`config.mk`:
```
export PLATFORM = sky130hd
export DESIGN_NAME = pipeline_sequencer_flat
export DESIGN_NICKNAME = d
export VERILOG_FILES = /design/src/rtl/pipeline_sequencer_if.sv /design/src/rtl/pipeline_sequencer.sv /design/src/flat_wrapper.sv
export SDC_FILE = /design/constraint.sdc
export NUM_CORES = 1
export LEC_CHECK = 0
export BUFFER_PORTS_ARGS = -buffer_cell sky130_fd_sc_hd__buf_2
export CAP_MARGIN = 20
export CORE_AREA = 5 5 42 44
export CTS_CLUSTER_SIZE = 20
export DETAILED_ROUTE_END_ITERATION = 8
export DIE_AREA = 0 0 47 49
export GPL_TIMING_DRIVEN = 0
export PLACE_DENSITY = 0.55
export SETUP_SLACK_MARGIN = 0.05
export SLEW_MARGIN = 20
export SYNTH_ARGS = -nofsm -noshare
export SYNTH_HDL_FRONTEND = slang
export SYNTH_SLANG_ARGS = --single-unit
```
`constraint.sdc`:
```
create_clock -name Clk -period 2.9 [get_ports Clk]
set_input_delay 0.58 -clock Clk [delete_from_list [all_inputs] [get_ports Clk]]
set_output_delay 0.58 -clock Clk [all_outputs]
set_load 0.05 [all_outputs]
```
`src/rtl/pipeline_sequencer_if.sv`:
```
// Handshake bundle between the hazard sequencer and the pipeline datapath:
// hazard inputs from ID/EX and the PC / IF-ID / control-mux steering outputs.
interface pipeline_sequencer_if;
  logic       EX_load_instr;
  logic [3:0] EX_RD;
  logic [3:0] ID_Rn;
  logic [3:0] ID_Rm;
  logic [3:0] ID_Rd;
  logic [2:0] ID_uses;
  logic       branch_taken;
  logic       PC_LE;
  logic       IF_ID_LE;
  logic       CU_MUX_S;
  logic       IF_ID_flush;
  logic [1:0] state;

  modport master (
    output EX_load_instr, EX_RD, ID_Rn, ID_Rm, ID_Rd, ID_uses, branch_taken,
    input  PC_LE, IF_ID_LE, CU_MUX_S, IF_ID_flush, state
  );

  modport slave (
    input  EX_load_instr, EX_RD, ID_Rn, ID_Rm, ID_Rd, ID_uses, branch_taken,
    output PC_LE, IF_ID_LE, CU_MUX_S, IF_ID_flush, state
  );
endinterface

```
`src/rtl/pipeline_sequencer.sv`:
```
// Load-use stall / taken-branch flush sequencer with same-cycle (Mealy) outputs.
// Define PIPE_SEQ_PERF_CNT_EN to add saturating stall_count / flush_count outputs.
module pipeline_sequencer (
  input  logic                 Clk,
  input  logic                 Clr,
  pipeline_sequencer_if.slave  bus
`ifdef PIPE_SEQ_PERF_CNT_EN
  ,
  output logic [15:0]          stall_count,
  output logic [15:0]          flush_count
`endif
);

  typedef enum logic [1:0] {
    FILL  = 2'd0,
    RUN   = 2'd1,
    STALL = 2'd2,
    FLUSH = 2'd3
  } state_t;

  state_t state_reg, state_next;
  logic   load_use;
  logic   do_stall, do_flush;
  logic   pc_le, if_id_le, cu_mux_s, if_id_flush;

  always_comb begin
    load_use = bus.EX_load_instr &
               ((bus.ID_uses[2] & (bus.EX_RD == bus.ID_Rn)) |
                (bus.ID_uses[1] & (bus.EX_RD == bus.ID_Rm)) |
                (bus.ID_uses[0] & (bus.EX_RD == bus.ID_Rd)));
  end

  // Default outputs are the FILL/reset outputs; Clr forces them regardless of state.
  always_comb begin
    state_next  = FILL;
    pc_le       = 1'b1;
    if_id_le    = 1'b1;
    cu_mux_s    = 1'b1;
    if_id_flush = 1'b0;
    do_stall    = 1'b0;
    do_flush    = 1'b0;
    if (!Clr) begin
      case (state_reg)
        FILL: state_next = RUN;
        // STALL inserts its single bubble and then evaluates hazards exactly like RUN,
        // so a branch held back by a stall is resolved here.
        RUN, STALL: begin
          cu_mux_s   = 1'b0;
          state_next = RUN;
          if (load_use) begin
            pc_le      = 1'b0;
            if_id_le   = 1'b0;
            cu_mux_s   = 1'b1;
            state_next = STALL;
            do_stall   = 1'b1;
          end else if (bus.branch_taken) begin
            if_id_flush = 1'b1;
            state_next  = FLUSH;
            do_flush    = 1'b1;
          end
        end
        FLUSH:   state_next = RUN;
        default: state_next = FILL;
      endcase
    end
  end

  always_ff @(posedge Clk) begin
    if (Clr) begin
      state_reg <= FILL;
    end else begin
      state_reg <= state_next;
    end
  end

  assign bus.PC_LE       = pc_le;
  assign bus.IF_ID_LE    = if_id_le;
  assign bus.CU_MUX_S    = cu_mux_s;
  assign bus.IF_ID_flush = if_id_flush;
  assign bus.state       = state_reg;

`ifdef PIPE_SEQ_PERF_CNT_EN
  logic [15:0] stall_count_reg, flush_count_reg;

  always_ff @(posedge Clk) begin
    if (Clr) begin
      stall_count_reg <= 16'd0;
      flush_count_reg <= 16'd0;
    end else begin
      if (do_stall && stall_count_reg != 16'hFFFF) begin
        stall_count_reg <= stall_count_reg + 16'd1;
      end
      if (do_flush && flush_count_reg != 16'hFFFF) begin
        flush_count_reg <= flush_count_reg + 16'd1;
      end
    end
  end

  assign stall_count = stall_count_reg;
  assign flush_count = flush_count_reg;
`else
  logic unused_events;
  assign unused_events = do_stall ^ do_flush;
`endif

endmodule

```
`src/flat_wrapper.sv`:
```
// flat-port wrapper written by rule: the top's interface ports become plain ports
module pipeline_sequencer_flat 
  (Clk, Clr, bus_EX_load_instr, bus_EX_RD, bus_ID_Rn, bus_ID_Rm, bus_ID_Rd, bus_ID_uses, bus_branch_taken, bus_PC_LE, bus_IF_ID_LE, bus_CU_MUX_S, bus_IF_ID_flush, bus_state);
  pipeline_sequencer_if bus_i ();
  input  logic Clk;
  input  logic Clr;
  input wire logic [$bits(bus_i.EX_load_instr)-1:0] bus_EX_load_instr;
  input wire logic [$bits(bus_i.EX_RD)-1:0] bus_EX_RD;
  input wire logic [$bits(bus_i.ID_Rn)-1:0] bus_ID_Rn;
  input wire logic [$bits(bus_i.ID_Rm)-1:0] bus_ID_Rm;
  input wire logic [$bits(bus_i.ID_Rd)-1:0] bus_ID_Rd;
  input wire logic [$bits(bus_i.ID_uses)-1:0] bus_ID_uses;
  input wire logic [$bits(bus_i.branch_taken)-1:0] bus_branch_taken;
  output wire logic [$bits(bus_i.PC_LE)-1:0] bus_PC_LE;
  output wire logic [$bits(bus_i.IF_ID_LE)-1:0] bus_IF_ID_LE;
  output wire logic [$bits(bus_i.CU_MUX_S)-1:0] bus_CU_MUX_S;
  output wire logic [$bits(bus_i.IF_ID_flush)-1:0] bus_IF_ID_flush;
  output wire logic [$bits(bus_i.state)-1:0] bus_state;
  assign bus_i.EX_load_instr = bus_EX_load_instr;
  assign bus_i.EX_RD = bus_EX_RD;
  assign bus_i.ID_Rn = bus_ID_Rn;
  assign bus_i.ID_Rm = bus_ID_Rm;
  assign bus_i.ID_Rd = bus_ID_Rd;
  assign bus_i.ID_uses = bus_ID_uses;
  assign bus_i.branch_taken = bus_branch_taken;
  assign bus_PC_LE = bus_i.PC_LE;
  assign bus_IF_ID_LE = bus_i.IF_ID_LE;
  assign bus_CU_MUX_S = bus_i.CU_MUX_S;
  assign bus_IF_ID_flush = bus_i.IF_ID_flush;
  assign bus_state = bus_i.state;
  pipeline_sequencer u_core (.Clk(Clk), .Clr(Clr), .bus(bus_i));
endmodule
```
* Word level (Yosys, flattened, before mapping)
Cells that the tools add are included.
Word-level totals: flip-flop bits (word level) 2, bits in latches 0, memory bits (writable) 0, ROM bits 0, bits of input ports 23, output and inout port bits 6, logic and storage cells 29, memories 0
Operators by class: add/sub/neg operators 0, multipliers 0, divide/modulo/power cells 0, order comparisons 0, eq/ne operators 6, shifts and indexed selects 0, muxes and demuxes 13, bitwise logic cells 6, reduce and logical (&&, ||, !) cells 3
Operators by type and width (number):
- equality test 4 bit | 3
- 2-to-1 mux 1 bit | 10
- AND 1 bit | 4
- equality test 2 bit, second input constant | 2
- 2-to-1 mux 2 bit | 2
- case mux 2 bit (2 select lines) | 1
- OR reduction 2 bit | 2
- equality test 2 x 1 -> 1 bit, second input constant | 1
- zero test 2 bit | 1
- OR 1 bit | 2

* Depth between registers and ports, before layout
Gate-level depths: netlist of the first run.
depth in word-level cells 8, gate-level depth with buffers 6, depth with buffers taken out 5

* Worst setup path before layout of the first run
Ideal clock, no wire load.
path type register to output, start point register u_core.state_reg[0] (netlist: u_core.bus.state[0]), end point output bus_IF_ID_flush, arrival time 2.566 ns, setup slack -0.246 ns, stages on the path, launching flop included 6, path buffers 0, path through dfxtp_1 > inv_1 > ha_1 > nor2b_1 > nand4_1 > nor2_1
Between the ends: longest elaborated chain between the ends 4, elaborated cells on any way between the ends 5
RTL lines:
- start: declaration | RTL line pipeline_sequencer.sv:21 | state_t state_reg, state_next;
- start signal: assignment | RTL line pipeline_sequencer.sv:72 | state_reg <= state_next;
- equality test 2 x 1 -> 1 bit / equality test 2 bit (equally long branches) | RTL line pipeline_sequencer.sv:43 | case (state_reg)
- OR reduction 2 bit (*) | RTL line pipeline_sequencer.sv:43
- 2-to-1 mux 1 bit (*) | RTL line pipeline_sequencer.sv:43
- 2-to-1 mux 1 bit (*) | RTL line pipeline_sequencer.sv:42 | if (!Clr) begin
- end: declaration | RTL line flat_wrapper.sv:17 | output wire logic [$bits(bus_i.IF_ID_flush)-1:0] bus_IF_ID_flush;
Every way passes the cells marked *; elsewhere a longest branch is shown, timed or not.

* Final worst setup path of the first run
start point input bus_EX_RD[0], end point output bus_PC_LE
Between the ends: longest elaborated chain between the ends 8, elaborated cells on any way between the ends 12
RTL lines:
- start: declaration | RTL line flat_wrapper.sv:8 | input wire logic [$bits(bus_i.EX_RD)-1:0] bus_EX_RD;
- equality test 4 bit, on equally long branches | RTL line pipeline_sequencer.sv:28, pipeline_sequencer.sv:29
- AND 1 bit, on equally long branches | RTL line pipeline_sequencer.sv:28, pipeline_sequencer.sv:29
- OR 1 bit | RTL line pipeline_sequencer.sv:28 | ((bus.ID_uses[2] & (bus.EX_RD == bus.ID_Rn)) |
- OR 1 bit (*) | RTL line pipeline_sequencer.sv:29 | (bus.ID_uses[1] & (bus.EX_RD == bus.ID_Rm)) |
- AND 1 bit (*) | RTL line pipeline_sequencer.sv:27 | load_use = bus.EX_load_instr &
- 2-to-1 mux 1 bit (*) | RTL line pipeline_sequencer.sv:50 | if (load_use) begin
- 2-to-1 mux 1 bit (*) | RTL line pipeline_sequencer.sv:43
- 2-to-1 mux 1 bit (*) | RTL line pipeline_sequencer.sv:42
- end: declaration | RTL line flat_wrapper.sv:14 | output wire logic [$bits(bus_i.PC_LE)-1:0] bus_PC_LE;
Marked as above.

==> results of run 1 <==
## path summary, 6_finish.rpt
kind                                           from                   to  slack, ps  cells past startpoint
worst min register to register  u_core.bus.state[1]  u_core.bus.state[0]        600                      3
worst min-delay path                            Clr  u_core.bus.state[0]        550                      2
worst max-delay path                   bus_EX_RD[0]            bus_PC_LE        310                      8
worst max register to register  u_core.bus.state[0]  u_core.bus.state[1]       1980                      4
## layout make-up
class	count	area, sq um	area share
inverter	6	22.5	0.0475
sequential	2	40.0	0.0844
timing repair buffer	28	140	0.296
buffer	1	7.51	0.0158
multi-input combinational	27	221	0.467
tap	16	20.0	0.0422
clock buffer	3	22.5	0.0475
## report_power, final
group	total, mW	switching [mW]	internal [mW]
registers	0.0309	0.00127	0.0296
clock network	0.0607	0.0151	0.0456
logic	0.0660	0.0387	0.0273
total	0.158	0.0551	0.102
## through the flow
| step | hold WS [ps] | power [mW] | util | instance area (sq um) | setup slack, ps |
|---|---|---|---|---|---|
| after floorplan | 649 | 0.0708 | - | 292 | 66.4 |
| after global placement | 592 | 0.0973 | 0.322 | 452 | 298 |
| after detailed placement | 595 | 0.0981 | 0.322 | 452 | 304 |
| after CTS | 536 | 0.165 | 0.338 | 474 | 299 |
| after global routing | 558 | 0.175 | 0.338 | 474 | 238 |
| final | 547 | 0.158 | 0.338 | 474 | 312 |
## cells in the final DEF (no fill, tap or decap)
cell type / count
ha_1: 2
a21oi_1: 1
buf_4: 1
a222oi_1: 1
o211ai_1: 1
o22ai_1: 1
dfxtp_1: 2
nor2_4: 1
nand4_2: 1
nor2b_1: 1
inv_1: 5
nand3_2: 1
clkbuf_4: 3
o21a_1: 1
nor3_1: 3
nand2_1: 1
xnor2_1: 2
nand4_1: 2
inv_2: 1
buf_2: 28
or4b_1: 1
xor2_1: 7
## logic make-up (layout without fill, tap and decap cells)
kind of cell,after synthesis,count (layout),synth area share
adders and majority gates,2,2,0.0881
DFF,2,2,0.141
buffers and inverters,7,38,0.106
AOI/OAI and AO/OA,5,5,0.128
and+or+nand+nor,11,11,0.260
xor gates and xnor gates,9,9,0.278
## layer usage
metal / vias to the layer above / track usage / wire [um]
met4: 0 / 0.0691 / 0
met1: 146 / 0.0897 / 276
met2: 25 / 0.138 / 405
li1: 187 / - / -
met3: 0 / 0.0332 / 130
met5: - / 0 / 0
==> results by group, run 1 <==
Global route
  – Wire length of the first global-routing pass: 1440 um
  – Largest net degree at the start of global routing: 5
  – Overflow after GRT: 0
  – Via count of the first global-routing pass: 385
  – Initial antenna violation count: 0
  – Total GRT Usage: 0.0886

Setup path
  – Critical-path maximum fanout: 3
  – Kind of critical path: primary input to output pin
  – Slowest Stage Delay on Critical Path: 510 ps
  – Most common cell on crit path: buf_2
  – Worst Setup End Kind: output pin
  – Critical path arrival: 2010 ps
  – Delay-heaviest family, CP: simple AND/OR/NAND/NOR gates
  – Worst path bufs/invs: 4
  – Slowest cell on the critical path: or4b_1
  – Crit start category: primary input
  – CP Data Required Time: 2320 ps
  – Cells along the critical path: buf_2 > inv_2 > a222oi_1 > or4b_1 > nand3_2 > nand2_1 > buf_4 > buf_2

Routing
  – DRC violations left: 0
  – Mean number of vias per cell: 4.31
  – Number of detailed-routing iterations run before antenna repair: 5
  – Total Routed Length: 812 um
  – Total number of vias: 358
  – Number of nets with antenna violations after detailed routing: 0
  – Detail-routed net length per standard cell: 9.78 um
  – Drt initial violations: 6

Timing
  – RSZ-0062 raised after global routing: false
  – Endpoints failing setup: 0
  – Crit share post-route: 0.893
  – Number of max-slew violations in the final report: 0
  – Slew margin rel.: 0.833
  – Worst slew pin tran: 252 ps
  – Setup TNS: 0 ps
  – Setup clock skew after layout: 0.0105 ps
  – Upper clock frequency limit: 386 MHz
  – Final Hold Viols: 0
  – Min Clock Period, post-route: 2590 ps

Outcome
  – Status: completed

Yosys
  – Post-synth design cell area: 284 sq um
  – Count of different cell masters after synthesis: 20
  – Number of enable-type register cells in the synthesized netlist: 0
  – Yosys warning total: 0
  – Leading cell type by number of instances after synthesis: xor2_1
  – Portion of synthesized cell area occupied by the leading cell type: 0.216
  – Cell taking the most area after synthesis: xor2_1
  – Fraction of the yosys area taken by sequential cells: 0.141
  – Avg Cell Area, Syn: 7.89 sq um
  – Share of synthesized registers carrying an async set or reset: 0
  – Main flop type after synthesis: dfxtp_1
  – Nets in the synthesized netlist: 61
  – Top area cells in the synthesized netlist: xor2_1 22%, dfxtp_1 14%, ha_1 8.8%
  – Synth Instances: 36
  – Flip-flop and latch count after synthesis: 2
  – Post-synth top cells: 7 x xor2_1, 5 x inv_1, 3 x nor3_1

Floorplanning
  – CORE AREA: 1400 sq um
  – Die Width: 47 um
  – Die Ht: 49 um
  – Number of ports placed on the die boundary: 29
  – Area of the die: 2300 sq um
  – Number of standard-cell rows in the floorplan: 14
  – Effective utilization at floorplan: 0.203

Finish
  – Area growth from synthesis to layout: 67.0%
  – Proportion of layout cells with a drive suffix above 1: 0.537
  – Number of flip-flops under the largest register name: 2
  – Net count reported at finish: 94
  – Ant diodes: 0
  – Fillers: 166
  – Final instance count without filler cells: 83

Clock tree
  – H-Tree Depth: 1
  – Clock-pin slew of the registers on the worst-case setup and hold paths: 30 ps
  – Sinks on the clock net: 2
  – Cts-stage hold buffer count: 0
  – Clk Tree Root Cell: clkbuf_4
  – TritonCTS clock tree: built
  – Worst-skew pair later-pin latency: 220 ps
  – CTS Buf Count: 3
  – Buffer depth of the longest clock path: 2
  – Cells resized by post-CTS repair: 0
  – Number of setup buffers added after CTS: 0

Power and ir drop
  – Max VDD drop: 0.121 mV
  – PwrDens: 332 nW/um^2
  – Leakage power summed over all cells: 0.262 nW

Placement
  – Count of placed standard cells including taps: 80
  – Routability cong.: 0.720
  – Buffers on Ports: 28

Run
  – Reported max-cap violation count: 0

Hold path
  – Class of the worst hold path: primary input to register
Note: power is estimated with default switching activity, not from simulation.
==> run 2: changes to the inputs <==
clock period = 2.45 ns   (was 2.9 ns; I/O delays follow)
==> run 2 against run 1 <==
Compared with the run above: critical path depth did not move; worst setup slack lost 210 ps; sequential power grew 16%; clock power increased by 23%; non-clock buffer count stayed put; sequential cell count unchanged; wire length increased by 2.3%; global-route usage is 0.34 points lower; register-to-register slack got worse by 460 ps; die area unchanged; largest power group unchanged.
==> results by group, run 2 (synthesis results as in run 1) <==
Finish
  – Commonest cells after routing, fill and taps aside: 24 x buf_2, 7 x xor2_1, 5 x inv_1, 4 x buf_4
  – Number of flip-flops under the largest register name: 2 (unchanged)
  – Ant diodes: 0 (unchanged)
  – Area of combinational cells with multiple inputs: 238 sq um (+7.3%)
  – Area growth from synthesis to layout: 80.2%
  – Commonest non-fill, non-tap cell in the layout: buf_2
  – Fillers: 157 (-5.4%)
  – Net count reported at finish: 94 (unchanged)
  – Proportion of layout cells with a drive suffix above 1: 0.612 (+0.0746)
  – Area of all sequential standard cells: 47.5 sq um (+19%)

Global route
  – Total GRT Usage: 0.0852 (-0.00340)
  – Largest net degree at the start of global routing: 5 (unchanged)
  – Overflow after GRT: 0 (unchanged)
  – Initial antenna violation count: 0 (unchanged)
  – Via count of the first global-routing pass: 420 (+9.1%)
  – Wire length of the first global-routing pass: 1440 um (unchanged)

Floorplanning
  – Die Width: 47 um (unchanged)
  – Effective utilization at floorplan: 0.203 (unchanged)
  – Number of standard-cell rows in the floorplan: 14 (unchanged)
  – Number of ports placed on the die boundary: 29 (unchanged)
  – CORE AREA: 1400 sq um (unchanged)
  – Die Ht: 49 um (unchanged)
  – Area of the die: 2300 sq um (unchanged)

Timing
  – Post-route worst hold slack: 458 ps (-88.1 ps)
  – Min Clock Period, post-route: 2350 ps
  – Worst slew pin tran: 238 ps (-14.2 ps)
  – Setup clock skew after layout: 0.487 ps (+0.476 ps)
  – Final Hold Viols: 0 (unchanged)
  – Upper clock frequency limit: 426 MHz
  – Worst setup margin: 103 ps (-209 ps)
  – Slew margin rel.: 0.840 (+0.00712)
  – Endpoints failing setup: 0 (unchanged)
  – Crit share post-route: 0.958
  – Number of max-slew violations in the final report: 0 (unchanged)
  – RSZ-0062 raised after global routing: true

Clock tree
  – Clk Tree Root Cell: clkbuf_4
  – Worst-skew pair later-pin latency: 230 ps (about the same)
  – TritonCTS clock tree: built
  – H-Tree Depth: 1 (unchanged)
  – Clock-pin slew of the registers on the worst-case setup and hold paths: 30 ps (about the same)
  – Sinks on the clock net: 2 (unchanged)
  – Buffer depth of the longest clock path: 2 (unchanged)
  – CTS Buf Count: 3 (unchanged)

Setup path
  – Kind of critical path: primary input to output pin
  – Worst Reg2Reg Path Length in Cells: 3 (-1)
  – Slowest cell on the critical path: or4b_4
  – Slack of the worst reg-to-reg path: 1520 ps (-460 ps)
  – Most common cell on crit path: buf_4
  – Reg-to-Reg End: u_core.bus.state[1]
  – Worst Setup End Kind: output pin
  – Worst r2r src: u_core.bus.state[0]
  – Cells along the critical path: buf_4 > inv_2 > a222oi_1 > or4b_4 > nand3_4 > nand2_2 > buf_4 > buf_6
  – Crit start category: primary input
  – CP Data Required Time: 1960 ps (-360 ps)
  – Slowest Stage Delay on Critical Path: 520 ps (about the same)
  – Critical path arrival: 1860 ps (-150 ps)
  – Critical-path maximum fanout: 3 (unchanged)

Power and ir drop
  – Leakage power summed over all cells: 0.273 nW (+4.3%)
  – Max VDD drop: 0.149 mV (+24%)
  – PwrDens: 379 nW/um^2 (+14%)

Routing
  – Detail-routed net length per standard cell: 10.0 um (+2.3%)
  – DRC violations left: 0 (unchanged)
  – Total number of vias: 364 (+1.7%)
  – Number of detailed-routing iterations run before antenna repair: 4 (-1)
  – Drt initial violations: 2 (-4)
  – Number of nets with antenna violations after detailed routing: 0 (unchanged)
  – Mean number of vias per cell: 4.39 (+1.7%)
  – Total Routed Length: 831 um (+2.3%)

Placement
  – Buffers on Ports: 28 (unchanged)
  – Post-placement setup slack: 13.3 ps (-291 ps)
  – Final HPWL DP: 745 um
  – Routability cong.: 0.689 (-4.3%)

Outcome
  – Status: completed

Hold path
  – Hold EP: u_core.bus.state[0]
  – Worst hold stages: 2 (unchanged)
  – Hold path start: Clr
  – Class of the worst hold path: primary input to register

Run
  – Reported max-cap violation count: 0 (unchanged)
==> run 2: worst max-delay path: cells and delay by family <==
family | cells | cell delay [ps]
and+or+nand+nor | 3 | 660
AOI/OAI and AO/OA | 1 | 300
buffers and inverters | 4 | 410
==> run 2: per-layer routing <==
| metal | vias to the layer above | part of all wire | GRT usage |
|---|---|---|---|
| li1 | 187 | - | - |
| met1 | 150 | 0.34 | 0.0945 |
| met2 | 25 | 0.49 | 0.131 |
| met3 | 2 | 0.14 | 0.00738 |
| met4 | 0 | 0.020 | 0.0829 |
| met5 | - | 0 | 0 |
==> run 2: power by group <==
part,internal (mW),switching [mW]
clock,0.0542,0.0206
sequential,0.0343,0.00151
combinational,0.0361,0.0471
total,0.125,0.0693
==> run 2: final cells by class <==
class	instances	area share
inverters	6	0.0440
clock buffers	3	0.0440
well taps	16	0.0391
plain buffers	1	0.0147
repair buffers	28	0.301
flip-flops and latches	2	0.0929
multi-input cells	27	0.465
==> run 2: timing repair <==
action | 4_1_cts | 5_1_grt
buffers inserted | 0 | 0
pin swaps | 0 | 2
setup endpoints to repair | 2 | 2
hold buffers | 0 | 0
resized for setup | 4 | 5
hold endpoints to repair | 0 | 0
==> run 2: how the worst max path moves through the flow <==
stage	startpoint	endpoint	slack, ps	cells past startpoint
6_report	bus_EX_RD[0]	bus_PC_LE	100	8
5_1_grt	bus_EX_RD[0]	bus_PC_LE	30	8
4_1_cts	bus_EX_RD[0]	bus_PC_LE	70	8
3_5_place_dp	bus_EX_RD[0]	bus_PC_LE	10	8
3_3_place_gp	bus_EX_RD[0]	bus_PC_LE	30	8
2_1_floorplan	bus_ID_Rd[0]	bus_PC_LE	-10	5
==> run 2: through the flow <==
step                TNS (ps)  area (sq um)  total power [mW]  utilization  instances
floorplan              -11.3           302            0.0837            -         36
CTS                        0           497             0.198        0.354         83
detailed placement         0           462             0.116        0.329         80
global route               0           512             0.207        0.365         83
finish                     0           512             0.194        0.365         83
global placement           0           462             0.115        0.329         80
==> run 3: changes to the inputs <==
clock period = 2.8 ns   (was 2.45 ns; I/O delays follow)
==> run 3 against run 2 <==
Compared with the run above: wire length down 3.1%; register-to-register slack better by 380 ps; worst setup slack better by 140 ps; global-route usage up 0.20 points; sequential power down 9.7%; clock power down 15%; clock-buffer cell count unchanged; die area unchanged; critical endpoint unchanged; design area down 6.8%; critical path type unchanged; final cell count unchanged.
==> results by group, run 3 (synthesis results as in run 1) <==
Finish
  – Number of flip-flops under the largest register name: 2 (unchanged)
  – Ant diodes: 0 (unchanged)
  – Final instance count without filler cells: 83 (unchanged)
  – Commonest cells after routing, fill and taps aside: 28 x buf_2, 7 x xor2_1, 5 x inv_1, 3 x nor3_1, 3 x clkbuf_4
  – Proportion of layout cells with a drive suffix above 1: 0.567 (-0.0448)
  – Fillers: 170 (+8.3%)
  – Commonest non-fill, non-tap cell in the layout: buf_2
  – Area of combinational cells with multiple inputs: 221 sq um (-6.8%)
  – Area growth from synthesis to layout: 67.8%
  – Net count reported at finish: 94 (unchanged)
  – Area of all sequential standard cells: 42.5 sq um (-11%)

Global route
  – Initial antenna violation count: 0 (unchanged)
  – Via count of the first global-routing pass: 403 (-4.0%)
  – Largest net degree at the start of global routing: 5 (unchanged)
  – Wire length of the first global-routing pass: 1460 um (+1.4%)
  – Total GRT Usage: 0.0872 (+0.00199)
  – Overflow after GRT: 0 (unchanged)

Clock tree
  – Number of setup buffers added after CTS: 0 (unchanged)
  – Sinks on the clock net: 2 (unchanged)
  – CTS Buf Count: 3 (unchanged)
  – Cells resized by post-CTS repair: 0 (-4)
  – TritonCTS clock tree: built
  – Buffer depth of the longest clock path: 2 (unchanged)
  – Clock-pin slew of the registers on the worst-case setup and hold paths: 30 ps (about the same)
  – Cts-stage hold buffer count: 0 (unchanged)
  – Clk Tree Root Cell: clkbuf_4
  – Worst-skew pair later-pin latency: 220 ps (about the same)
  – H-Tree Depth: 1 (unchanged)

Floorplanning
  – Effective utilization at floorplan: 0.203 (unchanged)
  – Die Ht: 49 um (unchanged)
  – Area of the die: 2300 sq um (unchanged)
  – Die Width: 47 um (unchanged)
  – CORE AREA: 1400 sq um (unchanged)
  – Number of ports placed on the die boundary: 29 (unchanged)
  – Number of standard-cell rows in the floorplan: 14 (unchanged)

Power and ir drop
  – Leakage power summed over all cells: 0.262 nW (-4.1%)
  – PwrDens: 345 nW/um^2 (-9.1%)
  – Max VDD drop: 0.124 mV (-17%)
  – Net switching power: 57.6 uW (-17%)
  – Part of the power in combinational logic: 0.414 (-0.015)
  – Net Sw Frac: 0.351 (-0.00649)
  – Internal power: 107 uW (-14%)
  – Sequential share of power: 0.197 (+0.012)
  – Share of total power in the clock network: 0.389 (+0.003)

Timing
  – Setup clock skew after layout: 2.64 ps (+2.16 ps)
  – Number of max-slew violations in the final report: 0 (unchanged)
  – Endpoints failing setup: 0 (unchanged)
  – RSZ-0062 raised after global routing: false
  – Worst slew pin tran: 250 ps (+12.8 ps)
  – Upper clock frequency limit: 391 MHz
  – Min Clock Period, post-route: 2560 ps
  – Slew margin rel.: 0.834 (-0.00620)
  – Final Hold Viols: 0 (unchanged)
  – Crit share post-route: 0.913
  – Setup TNS: 0 ps (unchanged)

Placement
  – Count of placed standard cells including taps: 80 (unchanged)
  – Buffers on Ports: 28 (unchanged)
  – Routability cong.: 0.696 (+1.0%)
  – Final HPWL DP: 739 um (-0.78%)

Hold path
  – Class of the worst hold path: primary input to register

Routing
  – Total Routed Length: 805 um (-3.1%)
  – Number of nets with antenna violations after detailed routing: 0 (unchanged)
  – Detail-routed net length per standard cell: 9.70 um (-3.1%)
  – Number of detailed-routing iterations run before antenna repair: 4 (unchanged)
  – Drt initial violations: 4 (+2)
  – DRC violations left: 0 (unchanged)
  – Total number of vias: 365 (+0.27%)
  – Mean number of vias per cell: 4.40 (+0.27%)

Setup path
  – Last element of the critical path: bus_PC_LE
  – CP Data Required Time: 2240 ps (+280 ps)
  – Slack of the worst reg-to-reg path: 1900 ps (+380 ps)
  – Worst r2r src: u_core.bus.state[0]
  – Critical path arrival: 2000 ps (+140 ps)
  – Crit path from: bus_EX_RD[0]
  – Worst Setup End Kind: output pin
  – Worst Reg2Reg Path Length in Cells: 3 (unchanged)
  – Critical-path maximum fanout: 3 (unchanged)
  – Crit start category: primary input
  – Kind of critical path: primary input to output pin
  – Reg-to-Reg End: u_core.bus.state[1]

Run
  – Reported max-cap violation count: 0 (unchanged)

Outcome
  – Status: completed
run 3: metal layers:
metal	wire length, um	vias to the layer above	share of wire	GRT usage
li1	-	188	-	-
met1	292	155	0.36	0.0919
met4	0	0	0	0.0691
met5	0	-	0	0
met2	401	22	0.50	0.136
met3	111	0	0.14	0.0258
run 3: per-stage QoR:
step | total power [mW] | setup slack [ps] | hold WS [ps] | utilization | cell area, sq um
2_1_floorplan | 0.0737 | 178 | 622 | - | 294
3_3_place_gp | 0.101 | 246 | 582 | 0.324 | 454
3_5_place_dp | 0.102 | 234 | 586 | 0.324 | 454
4_1_cts | 0.171 | 234 | 507 | 0.340 | 477
5_1_grt | 0.179 | 139 | 522 | 0.340 | 477
6_report | 0.164 | 242 | 517 | 0.340 | 477
run 3: worst min path at each step:
stage	cells after the start	slack [ps]	start	to
finish	2	520	Clr	u_core.bus.state[0]
global route	2	520	Clr	u_core.bus.state[0]
CTS	2	510	Clr	u_core.bus.state[0]
detailed placement	3	590	u_core.bus.state[1]	u_core.bus.state[0]
global placement	3	580	u_core.bus.state[1]	u_core.bus.state[0]
floorplan	1	620	Clr	u_core.bus.state[0]
run 3: power groups by stage:
stage	sequential, mW	combinational (mW)	clock [mW]
after detailed placement	0.0328	0.0687	0
final	0.0324	0.0679	0.0639
after CTS	0.0324	0.0688	0.0696
after floorplan	0.0392	0.0345	0
after global placement	0.0328	0.0683	0
after global routing	0.0327	0.0757	0.0710
run 3: area by class of cell:
| cell class | instances | share of cell area |
|---|---|---|
| multi-input cells | 27 | 0.465 |
| repair buffers | 28 | 0.294 |
| flip-flops and latches | 2 | 0.0892 |
| clock buffers | 3 | 0.0472 |
| inverters | 6 | 0.0472 |
| well taps | 16 | 0.0420 |
| plain buffers | 1 | 0.0157 |
run 3: critical path, stage by stage:
cell and delay [ps]:
buf_2 120, inv_2 40, a222oi_1 280, or4b_1 500
nand3_2 100, nand2_1 70, buf_4 130, buf_2 200
